### src/rtl/apb_arb_pkg.sv
// Shared types and constants for the two-master APB3 arbiter/decoder.
package apb_arb_pkg;

  typedef enum logic [1:0] {
    IDLE   = 2'd0,
    SETUP  = 2'd1,
    ACCESS = 2'd2,
    DONE   = 2'd3
  } state_t;

  localparam int          NUM_SLV   = 4;
  localparam logic [31:0] ERR_RDATA = 32'h0000_0000;

  function automatic logic [NUM_SLV-1:0] idx_to_sel(input logic [1:0] idx);
    return 4'b0001 << idx;
  endfunction

endpackage

### src/rtl/apb_addr_dec.sv
// Address decoder: everything above the 2-bit slave field must be zero to be mapped.
module apb_addr_dec
  import apb_arb_pkg::*;
#(
  parameter int SEL_LSB = 12
) (
  input  logic [31-SEL_LSB:0] addr_hi,
  output logic                mapped,
  output logic [1:0]          idx
);

  assign idx    = addr_hi[1:0];
  assign mapped = (addr_hi[31-SEL_LSB:2] == '0);

endmodule

### src/rtl/apb_arb_dec.sv
// Round-robin arbiter for two requesters onto one APB3 bus, with slave decode,
// SETUP/ACCESS sequencing, timeout and error termination.
module apb_arb_dec
  import apb_arb_pkg::*;
#(
  parameter int SEL_LSB = 12,
  parameter int TIMEOUT = 255,
  parameter int CNT_W   = 8
) (
  input  logic         clk,
  input  logic         reset_n,
  input  logic         m0_req,
  input  logic         m1_req,
  input  logic [31:0]  m0_addr,
  input  logic [31:0]  m1_addr,
  input  logic         m0_write,
  input  logic         m1_write,
  input  logic [31:0]  m0_wdata,
  input  logic [31:0]  m1_wdata,
  output logic         m0_done,
  output logic         m1_done,
  output logic [31:0]  m0_rdata,
  output logic [31:0]  m1_rdata,
  output logic         m0_err,
  output logic         m1_err,
  output logic [3:0]   psel,
  output logic         penable,
  output logic [31:0]  paddr,
  output logic         pwrite,
  output logic [31:0]  pwdata,
  input  logic [127:0] prdata,
  input  logic [3:0]   pready,
  input  logic [3:0]   pslverr
);

  localparam logic [CNT_W-1:0] TO_LAST = CNT_W'(TIMEOUT - 1);

  state_t           state_r;
  logic             grant_r;
  logic             last_grant_r;
  logic [1:0]       idx_r;
  logic [CNT_W-1:0] cnt_r;

  logic             win1_s;
  logic [31:0]      req_addr_s;
  logic             req_write_s;
  logic [31:0]      req_wdata_s;
  logic             dec_mapped_s;
  logic [1:0]       dec_idx_s;
  logic             fin_s;
  logic             fin_m1_s;
  logic             fin_read_s;
  logic             fin_err_s;
  logic [31:0]      fin_rdata_s;

  // Round-robin pick: on a tie the requester that was not granted last wins.
  always_comb begin
    win1_s      = 1'b0;
    req_addr_s  = m0_addr;
    req_write_s = m0_write;
    req_wdata_s = m0_wdata;
    if (m1_req && (!m0_req || !last_grant_r)) begin
      win1_s      = 1'b1;
      req_addr_s  = m1_addr;
      req_write_s = m1_write;
      req_wdata_s = m1_wdata;
    end else begin
      win1_s      = 1'b0;
    end
  end

  apb_addr_dec #(.SEL_LSB(SEL_LSB)) u_dec (
    .addr_hi (req_addr_s[31:SEL_LSB]),
    .mapped  (dec_mapped_s),
    .idx     (dec_idx_s)
  );

  // Completion qualifier: unmapped in IDLE, or slave ready / timeout in ACCESS.
  always_comb begin
    fin_s       = 1'b0;
    fin_m1_s    = grant_r;
    fin_read_s  = !pwrite;
    fin_err_s   = 1'b0;
    fin_rdata_s = ERR_RDATA;
    case (state_r)
      IDLE: begin
        if ((m0_req || m1_req) && !dec_mapped_s) begin
          fin_s      = 1'b1;
          fin_m1_s   = win1_s;
          fin_read_s = !req_write_s;
          fin_err_s  = 1'b1;
        end else begin
          fin_s      = 1'b0;
        end
      end
      ACCESS: begin
        if (pready[idx_r]) begin
          fin_s       = 1'b1;
          fin_err_s   = pslverr[idx_r];
          fin_rdata_s = prdata[{idx_r, 5'd0} +: 32];
        end else if ((TIMEOUT != 0) && (cnt_r == TO_LAST)) begin
          fin_s       = 1'b1;
          fin_err_s   = 1'b1;
        end else begin
          fin_s       = 1'b0;
        end
      end
      default: fin_s = 1'b0;
    endcase
  end

  // Main FSM with registered bus and requester outputs.
  always_ff @(posedge clk or negedge reset_n) begin
    if (!reset_n) begin
      state_r      <= IDLE;
      grant_r      <= 1'b0;
      last_grant_r <= 1'b1;
      idx_r        <= 2'd0;
      cnt_r        <= '0;
      psel         <= 4'b0000;
      penable      <= 1'b0;
      paddr        <= 32'h0000_0000;
      pwrite       <= 1'b0;
      pwdata       <= 32'h0000_0000;
      m0_done      <= 1'b0;
      m1_done      <= 1'b0;
      m0_err       <= 1'b0;
      m1_err       <= 1'b0;
      m0_rdata     <= 32'h0000_0000;
      m1_rdata     <= 32'h0000_0000;
    end else begin
      m0_done <= 1'b0;
      m1_done <= 1'b0;
      m0_err  <= 1'b0;
      m1_err  <= 1'b0;
      if (fin_s) begin
        if (fin_m1_s) begin
          m1_done <= 1'b1;
          m1_err  <= fin_err_s;
          if (fin_read_s) m1_rdata <= fin_rdata_s;
        end else begin
          m0_done <= 1'b1;
          m0_err  <= fin_err_s;
          if (fin_read_s) m0_rdata <= fin_rdata_s;
        end
      end
      case (state_r)
        IDLE: begin
          if (m0_req || m1_req) begin
            grant_r      <= win1_s;
            last_grant_r <= win1_s;
            paddr        <= req_addr_s;
            pwrite       <= req_write_s;
            pwdata       <= req_wdata_s;
            idx_r        <= dec_idx_s;
            if (dec_mapped_s) begin
              state_r <= SETUP;
              psel    <= idx_to_sel(dec_idx_s);
            end else begin
              state_r <= DONE;
            end
          end
        end
        SETUP: begin
          penable <= 1'b1;
          cnt_r   <= '0;
          state_r <= ACCESS;
        end
        ACCESS: begin
          cnt_r <= cnt_r + CNT_W'(1'b1);
          if (fin_s) begin
            state_r <= DONE;
            psel    <= 4'b0000;
            penable <= 1'b0;
          end
        end
        DONE: begin
          state_r <= IDLE;
        end
        default: begin
          state_r <= IDLE;
          psel    <= 4'b0000;
          penable <= 1'b0;
        end
      endcase
    end
  end

endmodule

### config.mk
export PLATFORM = sky130hd
export DESIGN_NAME = apb_arb_dec
export DESIGN_NICKNAME = d
export VERILOG_FILES = /design/src/rtl/apb_arb_pkg.sv /design/src/rtl/apb_addr_dec.sv /design/src/rtl/apb_arb_dec.sv
export SDC_FILE = /design/constraint.sdc
export NUM_CORES = 1
export LEC_CHECK = 0
export CORE_AREA = 4 4 154 156
export CTS_BUF_LIST = sky130_fd_sc_hd__clkbuf_2 sky130_fd_sc_hd__clkbuf_4 sky130_fd_sc_hd__clkbuf_8
export DETAILED_ROUTE_END_ITERATION = 12
export DIE_AREA = 0 0 158 160
export GPL_TIMING_DRIVEN = 1
export PLACE_DENSITY = 0.76
export SLEW_MARGIN = 20
export SYNTH_ARGS = -nofsm -noshare
export SYNTH_HDL_FRONTEND = slang
export SYNTH_SLANG_ARGS = --single-unit
### constraint.sdc
create_clock -name clk -period 6.7 [get_ports clk]
set_input_delay 0.67 -clock clk [delete_from_list [all_inputs] [get_ports clk]]
set_output_delay 0.67 -clock clk [all_outputs]
set_load 0.01 [all_outputs]
==> flow_summary_export.csv <==
group,metric,value,unit
timing,rsz0062_at_grt,"no",
timing,min_period,3.58,ns
floorplanning,fp.dieArea,0.0253,mm2
synthesis,postSynthAreaPerCell,12.3,um2
pwr,clock_power_share,15.2,%
routing,drcViolationCount,0,
routing,wire_per_inst,20.8,um
final_layout,final_layout_size_suffix_gt1_share,14.8,%
synthesis,ys_seq_area_share,48.8,%
timing,fin_crit_sh,53.4,%
clocking,clock_latency,0.45,ns
pwr,seqPwrFrac,32.4,%
floorplanning,die_w,158,um
placement,hpwl,21600,um
synthesis,synth_cell_types,47,
pwr,net-switching-power,1.69,mW
final_layout,antenna_cells,0,
min_path,min_path_type,"input pin to async pin",
worst_setup_path,critical_path.startpoint_type,"input pin",
clocking,ctsResizeCount,0,
placement,gp_congestion,0.879,
final_layout,syn_to_final_growth,61.1,%
final_layout,instances_no_fill,1312,
synthesis,ys_warn_count,0,
worst_setup_path,critPathArrivalTime,3.90,ns
worst_setup_path,rrSetupSlack,3.27,ns
grt,grt_start_max_net_pins,130,
final_layout,layout.nets,1288,
synthesis,synthFlopType,"dfrtp_1",
synthesis,ys_seq_elements,150,
worst_setup_path,reg2reg_to,"m0_rdata[25]$_DFFE_PN0P_",
routing,wl,27200,um
pwr,p_int,2.90,mW
pwr,p_leak,5.48,nW
final_layout,fin_area,0.0124,mm2
worst_setup_path,r2r-start,"paddr[13]$_DFFE_PN0P_",
routing,first_pass_iters,4,
worst_setup_path,cpPeakStageDelay,0.64,ns
timing,hold_viol,0,
run_status,outcome,"complete, no violations",
grt,antenna_found_initial,1,
grt,track_usage,20.9,%
timing,maxSlewViolCount,0,
worst_setup_path,cp_max_fo,27,
synthesis,synthesis.nets,898,
floorplanning,die_h,160,um
synthesis,synth_edf_count,0,
timing,max_freq,280,MHz
placement,dp.cells,1280,
grt,grt_overflow,0,
pwr,p_per_area,370,mW/mm2
pwr,p_sw_share,36.8,%
routing,viasPerCell,5.04,
pwr,peakVddDrop,0.156,mV
clocking,h-tree-depth,4,
timing,slew_headroom,37.0,%
routing,vias,6616,
placement,placed_cell_area,0.0120,mm2
clocking,cts_sinks,150,
clocking,path_clk_slew,0.09,ns
pwr,pwr-share-comb,52.4,%
grt,grt_pass1_vias,6894,
routing,drt_iter0_markers,293,
worst_setup_path,path_cells,"clkdlybuf4s50_1 > a21bo_4 > nand4_1 > nor4_4 > nor3_2 > o41ai_4 > buf_4 > mux2_2",
floorplanning,io_pins,408,
grt,grt_pass1_wl,40300,um
worst_setup_path,cp.required,7.02,ns
final_layout,fin_util,55.4,%
timing,finClkSkew,0.0202,ns
worst_setup_path,r2r_cells,7,
timing,finalSetupViolations,0,
floorplanning,start_util,34.4,%
clocking,cts_tree,"done",
clocking,cts_buffers,17,
floorplanning,coreArea,0.0224,mm2
timing,tightest_slew,0.944,ns
clocking,cts_buffer_depth,2,
worst_setup_path,critPathCaptureType,"flop",
timing,tns,0,ns
worst_setup_path,cp_slowest_cell,"clkdlybuf4s50_1",
flow_run,maxCapViolations,0,
routing,ant_nets,0,
synthesis,async_flop_share,100,%
synthesis,synth_area,0.00770,mm2
placement,io_buffers,407,
clocking,ctsHoldBuffers,0,
clocking,post_cts_buffers,0,
clocking,cts-root-buf,"clkbuf_8",
pwr,p_total,4.59,mW
synthesis,syn_inst,624,
floorplanning,rows,55,
worst_setup_path,path_class,"input pin to flop",
power by group through the flow:
stage               combinational (mW)  sequential [mW]  clock (mW)
finish                            2.41             1.49       0.698
global route                      2.60             1.53       0.762
CTS                               2.45             1.49       0.725
detailed placement                2.44             1.51           0
global placement                  2.40             1.49           0
floorplan                         1.09             1.64           0
cells in the final DEF (no fill, tap or decap), types with 2 or more instances in the layout:
master           instances
buf_6                    2
inv_1                    5
clkinvlp_4               4
nand3_1                  6
and3_1                  33
clkdlybuf4s50_1        406
mux2_4                  30
nand4_1                  5
inv_6                    5
dfrtp_1                147
mux2_2                  33
nand2b_1                 3
nor4_1                   6
o21ai_0                 74
o22ai_1                  2
mux2i_1                 71
nand2_1                 78
inv_8                    2
clkbuf_8                18
ha_1                     4
or4_4                    2
a22o_1                   2
or3_1                    6
mux4_2                  34
nor4_4                   2
a21oi_1                  4
nor2_1                   8
buf_4                    8
dfrtp_2                  2
worst max-delay path by stage:
stage                     start                  endpoint  slack (ns)  cells past startpoint
floorplan           m0_addr[31]   m0_rdata[0]$_DFFE_PN0P_        4.01                      6
global placement         m0_req  m0_rdata[25]$_DFFE_PN0P_        2.78                      8
detailed placement       m0_req  m0_rdata[26]$_DFFE_PN0P_        2.65                      8
CTS                      m0_req  m0_rdata[25]$_DFFE_PN0P_        3.15                      8
global route             m0_req  m0_rdata[25]$_DFFE_PN0P_        2.92                      8
finish                   m0_req  m0_rdata[25]$_DFFE_PN0P_        3.12                      8
state kept, by name, indices dropped and copies added (netlist names), 2 cells and up:
| register | cells |
|---|---|
| cnt_r | 8 |
| m0_rdata | 32 |
| m1_rdata | 32 |
| paddr | 32 |
| psel | 4 |
| pwdata | 32 |
| state_r | 2 |
stage by stage:
stage	hold WS [ns]	setup WS (ns)
floorplan	0.374	4.01
global placement	0.461	2.78
detailed placement	0.469	2.65
CTS	0.262	3.15
global route	0.288	2.92
finish	0.254	3.12
synthesized netlist by cell type (2+ instances only):
master	count	area [um2]
and3_1	33	206
nand3_1	6	30.0
buf_6	3	33.8
dfrtp_1	149	3730
inv_1	5	18.8
buf_2	9	45.0
a21oi_1	4	20.0
ha_1	4	50.1
mux2i_1	71	711
or3_1	6	37.5
o22ai_1	2	12.5
buf_1	7	26.3
nand2b_1	3	18.8
o21ai_0	74	370
mux2_2	33	372
a22o_1	2	17.5
nor4_4	2	42.5
nand2_1	78	293
nor4_1	6	37.5
mux4_2	34	766
nor2_1	8	30.0
clkbuf_1	26	97.6
nand4_1	5	31.3
mux2_4	30	450
or4_4	2	22.5
cell type report:
class	instances	area, um2
clock buffers	18	248
clock inverters	14	140
fillers	1914	9960
inverters	5	18.8
multi-input cells	424	3730
flip-flops and latches	150	3760
well taps	285	357
repair buffers	416	4150
worst max-delay path: cells and delay by family:
kind / cells / cell delay, ns
multiplexers: 1 / 0.37
buffers and inverters: 2 / 1.08
AO/OA/AOI/OAI: 2 / 1.09
AND/OR/NAND/NOR: 3 / 0.65
logic make-up (layout without fill, tap and decap cells):
| family | after synthesis | after routing | synth area share [%] |
|---|---|---|---|
| muxes | 169 | 169 | 30.0 |
| and+or+nand+nor | 156 | 156 | 10.4 |
| DFF | 150 | 150 | 48.8 |
| AOI/OAI and AO/OA | 94 | 94 | 7.15 |
| buffers and inverters | 50 | 453 | 2.88 |
| adders and majority gates | 4 | 4 | 0.650 |
| xor gates and xnor gates | 1 | 1 | 0.114 |
layer usage:
| metal | up-vias | track usage [%] | share of wire, % |
|---|---|---|---|
| met4 | 2 | 4.77 | 1.8 |
| met3 | 31 | 6.04 | 8.4 |
| li1 | 3070 | - | - |
| met1 | 3212 | 24.4 | 38 |
| met5 | - | 0 | 0.059 |
| met2 | 301 | 37.7 | 52 |
Power figures use the tool's default switching activity.
